$ cat config.mk
export PLATFORM = sky130hd
export DESIGN_NAME = mem_arbiter_flat
export DESIGN_NICKNAME = d
export VERILOG_FILES = /design/src/rtl/mem_pkg.sv /design/src/rtl/mem_arbiter_if.sv /design/src/rtl/addr_map.sv /design/src/rtl/mem_arbiter.sv /design/src/flat_wrapper.sv
export SDC_FILE = /design/constraint.sdc
export NUM_CORES = 1
export LEC_CHECK = 0
export CAP_MARGIN = 0
export CORE_MARGIN = 2
export CORE_UTILIZATION = 41
export CTS_CLUSTER_SIZE = 14
export DETAILED_ROUTE_END_ITERATION = 16
export GPL_TIMING_DRIVEN = 0
export PLACE_DENSITY = 0.81
export SYNTH_ARGS = -nofsm -noshare
export SYNTH_HDL_FRONTEND = slang
export SYNTH_SLANG_ARGS = --single-unit
$ cat constraint.sdc
create_clock -name clk -period 5.7 [get_ports clk]
set_clock_uncertainty 0.2 [all_clocks]
set_input_delay 0.855 -clock clk [delete_from_list [all_inputs] [get_ports clk]]
set_output_delay 0.855 -clock clk [all_outputs]
set_load 0.01 [all_outputs]
$ cat src/rtl/mem_pkg.sv
// Shared constants and types for the two-port memory arbiter:
// virtual address windows, stack relocation offset, RAM width and FSM states.
package mem_pkg;

    localparam int unsigned PHYS_AW = 13;

    localparam logic [31:0] STACK_BASE   = 32'h7FFF_EFFC;
    localparam logic [31:0] STACK_LIMIT  = 32'h7FFF_FFFC;
    localparam logic [31:0] STACK_OFFSET = 32'h0000_0400;
    localparam logic [31:0] DATA_BASE    = 32'h1001_0000;
    localparam logic [31:0] DATA_LIMIT   = 32'h1001_1000;

    typedef enum logic [1:0] {
        ST_IDLE   = 2'd0,
        ST_ACCESS = 2'd1,
        ST_RESP   = 2'd2
    } state_t;

endpackage

$ cat src/rtl/mem_arbiter_if.sv
// Bus bundle between the two requesters, the arbiter and the RAM.
interface mem_arbiter_if #(
    parameter int DW  = 32,
    parameter int PAW = mem_pkg::PHYS_AW
) ();

    // Handshake: req_k with we_k/addr_k/wdata_k is held stable until the
    // one-cycle ack_k; err_k and rdata_k are valid from that ack cycle, and a
    // req_k still high in the cycle after ack_k counts as a new request.
    logic             req_0;
    logic             req_1;
    logic             we_0;
    logic             we_1;
    logic [31:0]      addr_0;
    logic [31:0]      addr_1;
    logic [DW-1:0]    wdata_0;
    logic [DW-1:0]    wdata_1;
    logic             ack_0;
    logic             ack_1;
    logic             err_0;
    logic             err_1;
    logic [DW-1:0]    rdata_0;
    logic [DW-1:0]    rdata_1;
    logic             mem_en;
    logic             mem_we;
    logic [PAW-1:0]   mem_addr;
    logic [DW-1:0]    mem_wdata;
    logic [DW-1:0]    mem_rdata;
    logic             busy;
    logic [7:0]       err_count;
    mem_pkg::state_t  dbg_state;

    modport master (
        output req_0, req_1, we_0, we_1, addr_0, addr_1, wdata_0, wdata_1, mem_rdata,
        input  ack_0, ack_1, err_0, err_1, rdata_0, rdata_1,
        input  mem_en, mem_we, mem_addr, mem_wdata, busy, err_count, dbg_state
    );

    modport slave (
        input  req_0, req_1, we_0, we_1, addr_0, addr_1, wdata_0, wdata_1, mem_rdata,
        output ack_0, ack_1, err_0, err_1, rdata_0, rdata_1,
        output mem_en, mem_we, mem_addr, mem_wdata, busy, err_count, dbg_state
    );

endinterface

$ cat src/rtl/addr_map.sv
// Virtual-to-physical decode: relocated stack window, direct data window,
// everything else (or any misaligned address) flagged invalid.
module addr_map
    import mem_pkg::*;
#(
    parameter int PAW = PHYS_AW
) (
    input  logic [31:0]    virt,
    output logic [PAW-1:0] phys,
    output logic           invalid
);

    logic in_stack;
    logic in_data;

    always_comb begin
        in_stack = (virt >= STACK_BASE) && (virt < STACK_LIMIT);
        in_data  = (virt >= DATA_BASE) && (virt < DATA_LIMIT);
        phys     = '0;
        if (in_stack) begin
            phys = PAW'(virt - STACK_BASE + STACK_OFFSET);
        end else if (in_data) begin
            phys = virt[PAW-1:0];
        end
        invalid = (virt[1:0] != 2'b00) || !(in_stack || in_data);
    end

endmodule

$ cat src/rtl/mem_arbiter.sv
// Two-port memory arbiter: alternating-priority grant, address translation and
// a fixed IDLE/ACCESS/RESP transaction against a synchronous-read RAM.
module mem_arbiter
    import mem_pkg::*;
#(
    parameter int DW  = 32,
    parameter int PAW = PHYS_AW
) (
    input  logic         clk,
    input  logic         rst,
    mem_arbiter_if.slave bus
);

    state_t         state_q, state_d;
    logic           last_q, last_d;
    logic           winner_q, winner_d;
    logic           we_q, we_d;
    logic           inv_q, inv_d;
    logic           mem_en_q, mem_en_d;
    logic           mem_we_q, mem_we_d;
    logic [PAW-1:0] mem_addr_q, mem_addr_d;
    logic [DW-1:0]  mem_wdata_q, mem_wdata_d;
    logic           ack_0_q, ack_0_d, ack_1_q, ack_1_d;
    logic           err_0_q, err_0_d, err_1_q, err_1_d;
    logic [DW-1:0]  rdata_0_q, rdata_0_d, rdata_1_q, rdata_1_d;
    logic [7:0]     err_count_q, err_count_d;

    logic           any_req;
    logic           grant;
    logic           sel_we;
    logic [31:0]    sel_addr;
    logic [DW-1:0]  sel_wdata;
    logic [PAW-1:0] sel_phys;
    logic           sel_inv;

    always_comb begin
        any_req   = bus.req_0 | bus.req_1;
        // On a tie the requester not served last wins; a lone request wins outright.
        grant     = (bus.req_0 & bus.req_1) ? ~last_q : bus.req_1;
        sel_addr  = grant ? bus.addr_1  : bus.addr_0;
        sel_we    = grant ? bus.we_1    : bus.we_0;
        sel_wdata = grant ? bus.wdata_1 : bus.wdata_0;
    end

    addr_map #(.PAW(PAW)) u_addr_map (
        .virt    (sel_addr),
        .phys    (sel_phys),
        .invalid (sel_inv)
    );

    always_comb begin
        state_d     = state_q;
        last_d      = last_q;
        winner_d    = winner_q;
        we_d        = we_q;
        inv_d       = inv_q;
        mem_en_d    = 1'b0;
        mem_we_d    = 1'b0;
        mem_addr_d  = mem_addr_q;
        mem_wdata_d = mem_wdata_q;
        ack_0_d     = 1'b0;
        ack_1_d     = 1'b0;
        err_0_d     = 1'b0;
        err_1_d     = 1'b0;
        rdata_0_d   = rdata_0_q;
        rdata_1_d   = rdata_1_q;
        err_count_d = err_count_q;
        case (state_q)
            ST_IDLE: begin
                if (any_req) begin
                    state_d  = ST_ACCESS;
                    last_d   = grant;
                    winner_d = grant;
                    we_d     = sel_we;
                    inv_d    = sel_inv;
                    // RAM strobes are registered here so they are visible during ACCESS.
                    if (!sel_inv) begin
                        mem_en_d    = 1'b1;
                        mem_we_d    = sel_we;
                        mem_addr_d  = sel_phys;
                        mem_wdata_d = sel_wdata;
                    end
                end
            end
            ST_ACCESS: begin
                state_d = ST_RESP;
                ack_0_d = ~winner_q;
                ack_1_d = winner_q;
                err_0_d = ~winner_q & inv_q;
                err_1_d = winner_q & inv_q;
            end
            ST_RESP: begin
                state_d = ST_IDLE;
                if (inv_q && (err_count_q != 8'hFF)) begin
                    err_count_d = err_count_q + 8'd1;
                end
                // RAM data arrives in RESP; it is bypassed to rdata and captured.
                if (!inv_q && !we_q) begin
                    if (winner_q) begin
                        rdata_1_d = bus.mem_rdata;
                    end else begin
                        rdata_0_d = bus.mem_rdata;
                    end
                end
            end
            default: state_d = ST_IDLE;
        endcase
    end

    always_ff @(posedge clk or posedge rst) begin
        if (rst) begin
            state_q     <= ST_IDLE;
            last_q      <= 1'b1;
            winner_q    <= 1'b0;
            we_q        <= 1'b0;
            inv_q       <= 1'b0;
            mem_en_q    <= 1'b0;
            mem_we_q    <= 1'b0;
            mem_addr_q  <= '0;
            mem_wdata_q <= '0;
            ack_0_q     <= 1'b0;
            ack_1_q     <= 1'b0;
            err_0_q     <= 1'b0;
            err_1_q     <= 1'b0;
            rdata_0_q   <= '0;
            rdata_1_q   <= '0;
            err_count_q <= 8'd0;
        end else begin
            state_q     <= state_d;
            last_q      <= last_d;
            winner_q    <= winner_d;
            we_q        <= we_d;
            inv_q       <= inv_d;
            mem_en_q    <= mem_en_d;
            mem_we_q    <= mem_we_d;
            mem_addr_q  <= mem_addr_d;
            mem_wdata_q <= mem_wdata_d;
            ack_0_q     <= ack_0_d;
            ack_1_q     <= ack_1_d;
            err_0_q     <= err_0_d;
            err_1_q     <= err_1_d;
            rdata_0_q   <= rdata_0_d;
            rdata_1_q   <= rdata_1_d;
            err_count_q <= err_count_d;
        end
    end

    assign bus.mem_en    = mem_en_q;
    assign bus.mem_we    = mem_we_q;
    assign bus.mem_addr  = mem_addr_q;
    assign bus.mem_wdata = mem_wdata_q;
    assign bus.ack_0     = ack_0_q;
    assign bus.ack_1     = ack_1_q;
    assign bus.err_0     = err_0_q;
    assign bus.err_1     = err_1_q;
    assign bus.rdata_0   = rdata_0_d;
    assign bus.rdata_1   = rdata_1_d;
    assign bus.err_count = err_count_q;
    assign bus.busy      = (state_q != ST_IDLE);
    assign bus.dbg_state = state_q;

endmodule

$ cat src/flat_wrapper.sv
// flat-port wrapper written by rule: the top's interface ports become plain ports
module mem_arbiter_flat import mem_pkg::*;
#(
    parameter int DW  = 32,
    parameter int PAW = PHYS_AW
)
  (clk, rst, bus_req_0, bus_req_1, bus_we_0, bus_we_1, bus_addr_0, bus_addr_1, bus_wdata_0, bus_wdata_1, bus_mem_rdata, bus_ack_0, bus_ack_1, bus_err_0, bus_err_1, bus_rdata_0, bus_rdata_1, bus_mem_en, bus_mem_we, bus_mem_addr, bus_mem_wdata, bus_busy, bus_err_count, bus_dbg_state);
  mem_arbiter_if #(.DW(DW), .PAW(PAW)) bus_i ();
  input  logic clk;
  input  logic rst;
  input wire logic [$bits(bus_i.req_0)-1:0] bus_req_0;
  input wire logic [$bits(bus_i.req_1)-1:0] bus_req_1;
  input wire logic [$bits(bus_i.we_0)-1:0] bus_we_0;
  input wire logic [$bits(bus_i.we_1)-1:0] bus_we_1;
  input wire logic [$bits(bus_i.addr_0)-1:0] bus_addr_0;
  input wire logic [$bits(bus_i.addr_1)-1:0] bus_addr_1;
  input wire logic [$bits(bus_i.wdata_0)-1:0] bus_wdata_0;
  input wire logic [$bits(bus_i.wdata_1)-1:0] bus_wdata_1;
  input wire logic [$bits(bus_i.mem_rdata)-1:0] bus_mem_rdata;
  output wire logic [$bits(bus_i.ack_0)-1:0] bus_ack_0;
  output wire logic [$bits(bus_i.ack_1)-1:0] bus_ack_1;
  output wire logic [$bits(bus_i.err_0)-1:0] bus_err_0;
  output wire logic [$bits(bus_i.err_1)-1:0] bus_err_1;
  output wire logic [$bits(bus_i.rdata_0)-1:0] bus_rdata_0;
  output wire logic [$bits(bus_i.rdata_1)-1:0] bus_rdata_1;
  output wire logic [$bits(bus_i.mem_en)-1:0] bus_mem_en;
  output wire logic [$bits(bus_i.mem_we)-1:0] bus_mem_we;
  output wire logic [$bits(bus_i.mem_addr)-1:0] bus_mem_addr;
  output wire logic [$bits(bus_i.mem_wdata)-1:0] bus_mem_wdata;
  output wire logic [$bits(bus_i.busy)-1:0] bus_busy;
  output wire logic [$bits(bus_i.err_count)-1:0] bus_err_count;
  output wire logic [$bits(bus_i.dbg_state)-1:0] bus_dbg_state;
  assign bus_i.req_0 = bus_req_0;
  assign bus_i.req_1 = bus_req_1;
  assign bus_i.we_0 = bus_we_0;
  assign bus_i.we_1 = bus_we_1;
  assign bus_i.addr_0 = bus_addr_0;
  assign bus_i.addr_1 = bus_addr_1;
  assign bus_i.wdata_0 = bus_wdata_0;
  assign bus_i.wdata_1 = bus_wdata_1;
  assign bus_i.mem_rdata = bus_mem_rdata;
  assign bus_ack_0 = bus_i.ack_0;
  assign bus_ack_1 = bus_i.ack_1;
  assign bus_err_0 = bus_i.err_0;
  assign bus_err_1 = bus_i.err_1;
  assign bus_rdata_0 = bus_i.rdata_0;
  assign bus_rdata_1 = bus_i.rdata_1;
  assign bus_mem_en = bus_i.mem_en;
  assign bus_mem_we = bus_i.mem_we;
  assign bus_mem_addr = bus_i.mem_addr;
  assign bus_mem_wdata = bus_i.mem_wdata;
  assign bus_busy = bus_i.busy;
  assign bus_err_count = bus_i.err_count;
  assign bus_dbg_state = bus_i.dbg_state;
  mem_arbiter #(.DW(DW), .PAW(PAW)) u_core (.clk(clk), .rst(rst), .bus(bus_i));
endmodule
; After elaboration in Yosys (flattened, before gate mapping)
; Index checks and enable logic that the tools add are counted.
[word_totals]
regBits = 129
inputBits = 166
out_inout_bits = 126
wordCells = 73
[op_classes]
addsub = 3
magnitude_cmp = 4
eq_ne = 4
mux = 24
bitwise = 7
reduce_logical = 15
[ops]
columns = cell, count
row1 = 32-bit 2-to-1 mux, 8
row2 = "32-bit by 29-bit >= comparator with 1-bit output, second input constant", 1
row3 = "32-bit by 31-bit >= comparator with 1-bit output, second input constant", 1
row4 = "32-bit by 29-bit less-than comparator with 1-bit output, second input constant", 1
row5 = "32-bit by 31-bit less-than comparator with 1-bit output, second input constant", 1
row6 = 13-bit 2-to-1 mux, 2
row7 = "13-bit by 11-bit adder with 13-bit output, second input constant", 1
row8 = "13-bit by 12-bit subtractor with 13-bit output, second input constant", 1
row9 = 1-bit 2-to-1 mux, 12
row10 = "8-bit by 1-bit adder with 8-bit output, second input constant", 1
row11 = "8-bit inequality test, second input constant", 1
row12 = 1-bit logical AND, 4
row13 = 2-bit case mux with 2 select lines, 1
row14 = 2-bit AND reduction, 2
row15 = 2-bit nonzero test, 2
row16 = 1-bit AND, 3
row17 = 1-bit zero test, 3
row18 = 1-bit inverter, 3
row19 = 3-bit AND reduction, 1
row20 = "2-bit by 1-bit equality test with 1-bit output, second input constant", 1
row21 = "2-bit equality test, second input constant", 1
row22 = 2-bit zero test, 1
row23 = 1-bit logical OR, 2
row24 = 2-bit 2-to-1 mux, 1
row25 = other kinds (2), 2

; Logic depth before layout (Yosys ltp)
; Gate-level depths: netlist (run 1).
[depth]
ltp_word = 11
ltp_mapped = 13
mapped_depth_nobuf = 10

; Cells and area by module
; From an unflattened synthesis (run 1), not the netlist that was laid out.
[unflattened]
hier_cells = 501
area_unflattened_um2 = 6319.8
[modules_own_cells]
columns = mod, n_inst, cells_per_inst, area_each_um2, seq_area_each_um2
row1 = mem_arbiter, 1, 410, 5654.2, 3229.3
row2 = addr_map, 1, 91, 665.6, 0.0

; Worst setup path after synthesis (run 1)
; OpenSTA, ideal clock, no wires.
[synth_path]
kind = in2reg
from = in bus_req_1
to = reg u_core.mem_addr_q[8] (netlist: u_core.bus.mem_addr[8])
setup_time_ns = 0.125
arrival_time_ns = 3.509
required_time_ns = 5.375
setup_slack_ns = 1.866
stages = 13
n_path_buf = 3
path_cell_list = a21boi_2 > buf_2 > buf_2 > mux2i_1 > inv_1 > ha_1 > nand3_1 > nor4_1 > a211o_1 > a21o_1 > a21oi_4 > buf_6 > mux2_2
[synth_via]
elab_chain_cells = 10
elab_cells_between_ends = 20
cone_classes = add/sub: 2 / order compare: 4 / mux: 4 / bitwise: 3 / reduce/logical: 7
[synth_lines]
columns = element, line
row1 = start: declaration, flat_wrapper.sv:12  ; input wire logic [$bits(bus_i.req_1)-1:0] bus_req_1;
row2 = branches (longest 10 deep; another with 13-bit by 12-bit subtractor with 13-bit output), n/a
row3 = end signal: assignment, mem_arbiter.sv:136  ; mem_addr_q <= mem_addr_d;
row4 = end: declaration, mem_arbiter.sv:21  ; logic [PAW-1:0] mem_addr_q, mem_addr_d;
; Several ways; the timed one is not identified.
; A chain may end at the register's enable or synchronous reset.

; Worst setup path after layout (run 1)
[layout_path]
from = in bus_req_1
to = reg u_core.mem_wdata_q[17] (netlist: u_core.bus.mem_wdata[17])
[layout_via]
elab_chain_cells = 10
elab_cells_between_ends = 17
cone_classes = order compare: 4 / mux: 3 / bitwise: 3 / reduce/logical: 7
[layout_lines]
columns = element, line
row1 = 1-bit AND, mem_arbiter.sv:39  ; grant = (bus.req_0 & bus.req_1) ? ~last_q : bus.req_1;
row2 = 1-bit 2-to-1 mux, mem_arbiter.sv:39
row3 = 32-bit 2-to-1 mux, mem_arbiter.sv:40  ; sel_addr = grant ? bus.addr_1 : bus.addr_0;
row4 = "32-bit by 31-bit >= comparator with 1-bit output, or another cell as far along", addr_map.sv:17  ; in_stack = (virt >= STACK_BASE) && (virt < STACK_LIMIT);
row5 = 1-bit logical AND (on tied branches), "addr_map.sv:17, addr_map.sv:18"
row6 = 1-bit logical OR, addr_map.sv:25  ; invalid = (virt[1:0] != 2'b00) || !(in_stack || in_data);
row7 = 1-bit zero test, addr_map.sv:25
row8 = 1-bit logical OR, addr_map.sv:25
row9 = 1-bit inverter (no source line), n/a
row10 = 3-bit AND reduction (no source line), n/a
row11 = end signal: assignment, mem_arbiter.sv:137  ; mem_wdata_q <= mem_wdata_d;
row12 = end: declaration, mem_arbiter.sv:22  ; logic [DW-1:0] mem_wdata_q, mem_wdata_d;
; Parallel ways exist; a longest one is shown, timed or not.

==> summary.md, run 1 <==
| Metric | Value |
|---|---|
| Status | `finished clean` |
| Post-synth top area share | `53.6%` |
| Via count | `5239` |
| Hold_buf cts | `0` |
| Area growth syn-to-layout | `63.2%` |
| Lkg Pwr | `4.35 nW` |
| Detail Route Antenna Nets | `0` |
| Number of global-route vias before repair | `5802` |
| WP data required | `5.79 ns` |
| Unique masters post-synth | `48` |
| Gate count of the mapped netlist | `523` |
| Crit. End Element | `flop` |
| Root Driver | `clkbuf_16` |
| Row Count | `44` |
| Core Region | `0.0144 mm²` |
| # setup viols final | `0` |
| EDFF count, synth | `0` |
| R2R setup slack | `1.63 ns` |
| Slew @ Worst Pin | `0.847 ns` |
| Num CTS Buffers | `17` |
| RSZ-0062 raised after global routing | `false` |
| Tmin final | `4.65 ns` |
| Ys flop type | `dfrtp_1` |
| Seq/Total Area, Yosys | `54.0%` |
| TritonCTS clock tree | `yes` |
| Number of diodes | `0` |
| Min-delay worst type | `flop to flop` |
| PortBufs | `291` |
| Share of cells above drive strength 1 | `17.5%` |
| Max-Cap Viols | `0` |
| Average cell area after synthesis | `11.4 µm²` |
| Worst skew pair latency | `0.41 ns` |
| Final Cycle Share | `81.6%` |
| Yosys reg bits | `129` |
| Hold path cells | `1` |
| Clk sinks | `129` |
| Drt drc | `0` |
| Startpoint Class | `input port` |
| Share of the core filled with cells | `67.9%` |
| GPL Wtd Cong | `0.932` |
| First-pass GRT wire length | `30500 µm` |
| DP HPWL | `15300 µm` |
| Top area cells in the synthesized netlist | `dfrtp_1, mux2_2, nand2_1` |
| Worst-path fanout max | `10` |
| Die height | `125 µm` |
| Pwr dens | `270 mW/mm²` |
| Slew Viols, Final | `0` |
| Synth top cells by count | `dfrtp_1, nand2_1, mux2_2, nand3_1, nand4_1` |
| Setup TNS | `0 ns` |
| Die Width | `125 µm` |
| Most common cell in the synthesized netlist | `dfrtp_1` |
| Critical Path AT | `4.75 ns` |
| IO Pins | `292` |
| Crit path to | `u_core.bus.mem_wdata[17]$_DFFE_PP0P_` |
| Max_slew headroom | `43.0%` |
| Die footprint | `0.0156 mm²` |
| R2r endpoint | `u_core.bus.mem_wdata[17]$_DFFE_PP0P_` |
| Worst Setup SP | `bus_req_1` |
| WL per Instance | `18.9 µm` |
| Bufs on Longest Clock Path | `2` |
| # Post-CTS Setup Buffers | `0` |
| Fin nets | `1002` |
| Asr flop ratio synth | `100%` |
| Worst reg2reg path startpoint | `u_core.last_q$_DFFE_PP1P_` |
| Worst-case reg-to-reg path depth | `13` |
| Congestion Overflow GR | `0` |
| Post-Syn Nets | `691` |
| Area leader, netlist | `dfrtp_1` |
| Routed vias/inst | `5.09` |
| H-tree Lvls | `4` |
| Count of TritonRoute iterations in the first routing pass | `4` |
| Yosys warns | `0` |
| Total track usage | `25.1%` |
| VDD IR-drop max | `0.283 mV` |
| Cts repair resizes | `0` |
| Crit Path Class | `input port to flop` |
| Final Hold Viols | `0` |
| Antenna violations before repair | `0` |
| Initial drt markers | `269` |
| Clk slew on worst S/H paths | `0.05 ns` |
| WL final | `19500 µm` |
| Synth Cell Area | `0.00598 mm²` |
| Starting density of the core | `41.6%` |
| Largest net degree at the start of global routing | `105` |
| FMAX | `215 MHz` |
==> how the worst min path moves through the flow <==
stage | startpoint | to | slack [ns]
after global routing | u_core.bus.mem_wdata[8]$_DFFE_PP0P_ | u_core.bus.mem_wdata[8]$_DFFE_PP0P_ | 0.30
after detailed placement | u_core.bus.mem_wdata[8]$_DFFE_PP0P_ | u_core.bus.mem_wdata[8]$_DFFE_PP0P_ | 0.28
final | u_core.bus.mem_wdata[8]$_DFFE_PP0P_ | u_core.bus.mem_wdata[8]$_DFFE_PP0P_ | 0.28
after global placement | u_core.bus.mem_addr[0]$_DFFE_PP0P_ | u_core.bus.mem_addr[0]$_DFFE_PP0P_ | 0.27
after CTS | u_core.bus.mem_wdata[8]$_DFFE_PP0P_ | u_core.bus.mem_wdata[8]$_DFFE_PP0P_ | 0.29
after floorplan | u_core.we_q$_DFFE_PP0P_ | u_core.we_q$_DFFE_PP0P_ | 0.27
==> where the power goes <==
group	total, mW	internal, mW	switching (mW)
registers	1.02	0.975	0.0437
clock network	1.08	0.697	0.383
logic	0.537	0.283	0.254
total	2.64	1.95	0.681
==> area by class of cell <==
cell class | instances | area, µm²
buffer | 22 | 124
fill | 1071 | 4620
timing repair buffer | 292 | 2940
tap | 184 | 230
multi-input combinational | 363 | 2590
sequential | 129 | 3230
clock inverter | 9 | 105
inverter | 9 | 38.8
clock buffer | 22 | 494
==> through the flow <==
stage               hold WS (ns)  setup WS, ns  power [mW]  area (µm²)  instances
global placement           0.268        -0.379        1.56        9120        998
CTS                        0.288          1.08        2.66        9750       1030
global route               0.301         0.848        2.76        9750       1030
floorplan                  0.273          1.21        1.26        5980        523
finish                     0.279          1.05        2.64        9750       1030
detailed placement         0.277         0.646        1.57        9150        999
==> worst max-delay path, stage by stage <==
cell             delay [ns]
clkdlybuf4s50_1        0.49
a21boi_2               0.43
buf_2                  0.33
buf_2                  0.34
mux2i_1                0.35
inv_1                  0.08
ha_1                   0.29
nand3_1                0.12
nor4_1                 0.06
a211o_1                0.31
a21o_1                 0.26
a21oi_4                0.28
buf_6                  0.20
mux2_2                 0.34
==> placed cells by master, fill, tap and decap left out, drive strengths merged, types with 4 or more instances in the layout <==
master         synthesis  final
mux2i                  9      9
clkdlybuf4s50          0    291
nand4                 12     12
clkbuf                11     33
buf                   11     12
a2bb2oi                6      6
nor2b                  4      4
nand2                117    117
o21ai                 10     10
nor3                  11     11
xor2                   5      5
o22ai                  7      7
a21oi                  5      5
and3                   7      7
nand3                 12     12
mux2                 102    102
nor4                  11     11
xnor2                  9      9
inv                    9      9
nor2                   7      7
dfrtp                128    128
clkinv                 0      6
==> per-layer routing <==
metal  vias up  GRT usage, %  wire (µm)
met2       189          44.8      10100
met4         0          10.8        556
met1      2544          28.0       7730
met5         -             0          0
met3        42          6.70       1100
li1       2464             -          -
==> cell families after synthesis <==
family / Yosys count / share of synthesized area [%]
DFF: 129 / 54.0
AOI/OAI and AO/OA: 46 / 5.59
xor gates and xnor gates: 14 / 2.05
and+or+nand+nor: 190 / 14.5
buffers and inverters: 31 / 2.64
adders and majority gates: 2 / 0.419
muxes: 111 / 20.7
==> state kept, by name, indices dropped and copies added (netlist names), 2 cells and up <==
signal / flops
u_core.bus.err_count: 8
u_core.bus.mem_wdata: 32
u_core.bus.dbg_state: 2
u_core.bus.mem_addr: 13
u_core.rdata_0_q: 32
u_core.rdata_1_q: 32
Power figures use the tool's default switching activity.
==> inputs of run 2 (changes only) <==
- clock period: 5.7 -> 4.65 ns (I/O delays scaled with it)
==> run 2 against run 1 <==
  * Sequential power rose by 23%
  * Routed wire length barely moved
  * Setup slack got worse by 0.78 ns
  * Via count rose by 0.27%
  * Non-clock buffer count did not move
  * Register-to-register slack got worse by 0.97 ns
  * Global-route usage did not move
  * Core utilization rose by 0.052 points
  * Sequential share of layout area barely moved
  * Final area barely moved
  * First-iteration DRC count fell by 1.9%
  * Worst hold slack barely moved
  * Critical path type unchanged
  * Critical endpoint unchanged
  * Largest cell class unchanged
==> summary.md, run 2 (synthesized netlist as in run 1, its figures left out) <==
| Metric | Value |
|---|---|
| Status | `finished clean` |
| H-tree Lvls | `4 (unchanged)` |
| Setup TNS | `0 ns (unchanged)` |
| PortBufs | `291 (unchanged)` |
| WP data required | `4.74 ns (-1.05 ns)` |
| Clk sinks | `129 (unchanged)` |
| Final Hold Viols | `0 (unchanged)` |
| First-pass GRT wire length | `30500 µm (unchanged)` |
| Via count | `5253 (+0.27%)` |
| Hold_buf cts | `0 (unchanged)` |
| Total track usage | `25.1% (unchanged)` |
| Worst reg2reg path startpoint | `u_core.last_q$_DFFE_PP1P_` |
| # Post-CTS Setup Buffers | `0 (unchanged)` |
| Met1 Resource Use GR | `28.0% (unchanged)` |
| Hold Path End | `u_core.bus.mem_wdata[8]$_DFFE_PP0P_` |
| Min-delay worst type | `flop to flop` |
| Die footprint | `0.0156 mm² (unchanged)` |
| GR Util met3 | `6.70% (unchanged)` |
| Worst skew pair latency | `0.41 ns (about the same)` |
| Bufs on Longest Clock Path | `2 (unchanged)` |
| Worst-case reg-to-reg path depth | `13 (unchanged)` |
| VDD IR-drop max | `0.347 mV (+23%)` |
| R2r endpoint | `u_core.bus.mem_wdata[17]$_DFFE_PP0P_` |
| Die height | `125 µm (unchanged)` |
| Detail Route Antenna Nets | `0 (unchanged)` |
| Row Count | `44 (unchanged)` |
| Number of global-route vias before repair | `5802 (unchanged)` |
| Number of diodes | `0 (unchanged)` |
| Largest net degree at the start of global routing | `105 (unchanged)` |
| Worst path most repeated cell | `buf_2` |
| Startpoint Class | `input port` |
| TritonCTS clock tree | `yes` |
| FMAX | `228 MHz` |
| Fin Hold WS | `0.279 ns (-0.0000460 ns)` |
| Routed vias/inst | `5.10 (+0.27%)` |
| GPL Wtd Cong | `0.932 (unchanged)` |
| Final Cycle Share | `94.1%` |
| Area growth syn-to-layout | `63.3% (about the same)` |
| Core Region | `0.0144 mm² (unchanged)` |
| DP HPWL | `15300 µm (unchanged)` |
| CP Cell Sequence | `clkdlybuf4s50_1 -> a21boi_4 -> buf_2 -> buf_2 -> mux2i_1 -> inv_1 -> ha_1 -> nand3_1 -> nor4_1 -> a211o_1 -> a21o_1 -> a21oi_4 -> buf_6 -> mux2_2` |
| Cts repair resizes | `0 (unchanged)` |
| Worst-path fanout max | `10 (unchanged)` |
| Num CTS Buffers | `17 (unchanged)` |
| Root Driver | `clkbuf_16` |
| IO Pins | `292 (unchanged)` |
| Antenna violations before repair | `0 (unchanged)` |
| Fin nets | `1002 (unchanged)` |
| Max-Cap Viols | `0 (unchanged)` |
| R2R setup slack | `0.66 ns (-0.97 ns)` |
| RSZ-0062 raised after global routing | `false` |
| WL final | `19500 µm (about the same)` |
| Most utilized layer in the global route result | `met2` |
| Most common cell after layout, fill and taps aside | `clkdlybuf4s50_1` |
| # setup viols final | `0 (unchanged)` |
| Crit. End Element | `flop` |
| Hold Crit Start | `u_core.bus.mem_wdata[8]$_DFFE_PP0P_` |
| Congestion Overflow GR | `0 (unchanged)` |
| CP max stage delay | `0.50 ns (about the same)` |
| Pwr dens | `331 mW/mm² (+23%)` |
| Drt drc | `0 (unchanged)` |
| Count of TritonRoute iterations in the first routing pass | `5 (+1)` |
| Critical Path AT | `4.47 ns (-0.28 ns)` |
| Clk slew on worst S/H paths | `0.05 ns (about the same)` |
| Share of cells above drive strength 1 | `17.5% (unchanged)` |
| Slew Viols, Final | `0 (unchanged)` |
| Starting density of the core | `41.6% (unchanged)` |
| Initial drt markers | `264 (-1.9%)` |
| Hold path cells | `1 (unchanged)` |
| Lkg Pwr | `4.35 nW (+0.12%)` |
| Crit Path Class | `input port to flop` |
| Most frequent cells in the layout | `clkdlybuf4s50_1, dfrtp_1, nand2_1, mux2_2, clkbuf_16` |
| Slew @ Worst Pin | `0.856 ns (+0.00859 ns)` |
| Max_slew headroom | `42.4% (-0.58 points)` |
| Met2 Track Usage GR | `44.8% (unchanged)` |
| WL per Instance | `18.9 µm (about the same)` |
| Die Width | `125 µm (unchanged)` |
| Tmin final | `4.38 ns` |
| Crit-path slowest cell | `clkdlybuf4s50_1` |
[run 2: how the worst max path moves through the flow]
stage,from,end,cells after the start
after detailed placement,bus_req_1,u_core.bus.mem_wdata[2]$_DFFE_PP0P_,14
after global placement,rst,u_core.bus.mem_wdata[30]$_DFFE_PP0P_,2
after CTS,bus_req_1,u_core.bus.mem_wdata[2]$_DFFE_PP0P_,14
after global routing,bus_req_0,u_core.bus.mem_wdata[31]$_DFFE_PP0P_,14
after floorplan,rst,u_core.bus.ack_0$_DFF_PP0_,1
final,bus_req_1,u_core.bus.mem_wdata[17]$_DFFE_PP0P_,14
[run 2: layout make-up]
class	instances	area, µm²
inverters	9	38.8
fillers	1070	4610
well taps	184	230
plain buffers	22	124
flip-flops and latches	129	3230
clock buffers	22	494
repair buffers	292	2940
multi-input cells	363	2600
clock inverters	9	105
[run 2: worst max-delay path, delay by kind of cell]
family	cells	cell delay, ns
multiplexers	2	0.69
AO/OA/AOI/OAI	4	1.17
AND/OR/NAND/NOR	2	0.18
buffers and inverters	5	1.42
adder cells (fa/ha/maj)	1	0.29
[run 2: per-layer routing]
metal,part of all wire [%],vias to the layer above
li1,-,2466
met3,5.5,51
met1,40,2537
met2,52,199
met5,0,-
met4,3.1,0
[run 2: per-stage QoR]
step | setup slack (ns) | std cells | instance area (µm²) | power, mW | utilization, %
floorplan | 0.313 | 523 | 5980 | 1.55 | -
global placement | -1.27 | 998 | 9120 | 1.91 | 63.5
detailed placement | -0.247 | 999 | 9150 | 1.93 | 63.7
CTS | 0.187 | 1030 | 9750 | 3.26 | 67.9
global route | 0.0493 | 1030 | 9760 | 3.39 | 67.9
finish | 0.273 | 1030 | 9760 | 3.23 | 67.9
[run 2: where the power goes]
group / internal [mW] / switching [mW]
Clock: 0.854 / 0.471
Sequential: 1.19 / 0.0548
Combinational: 0.348 / 0.312
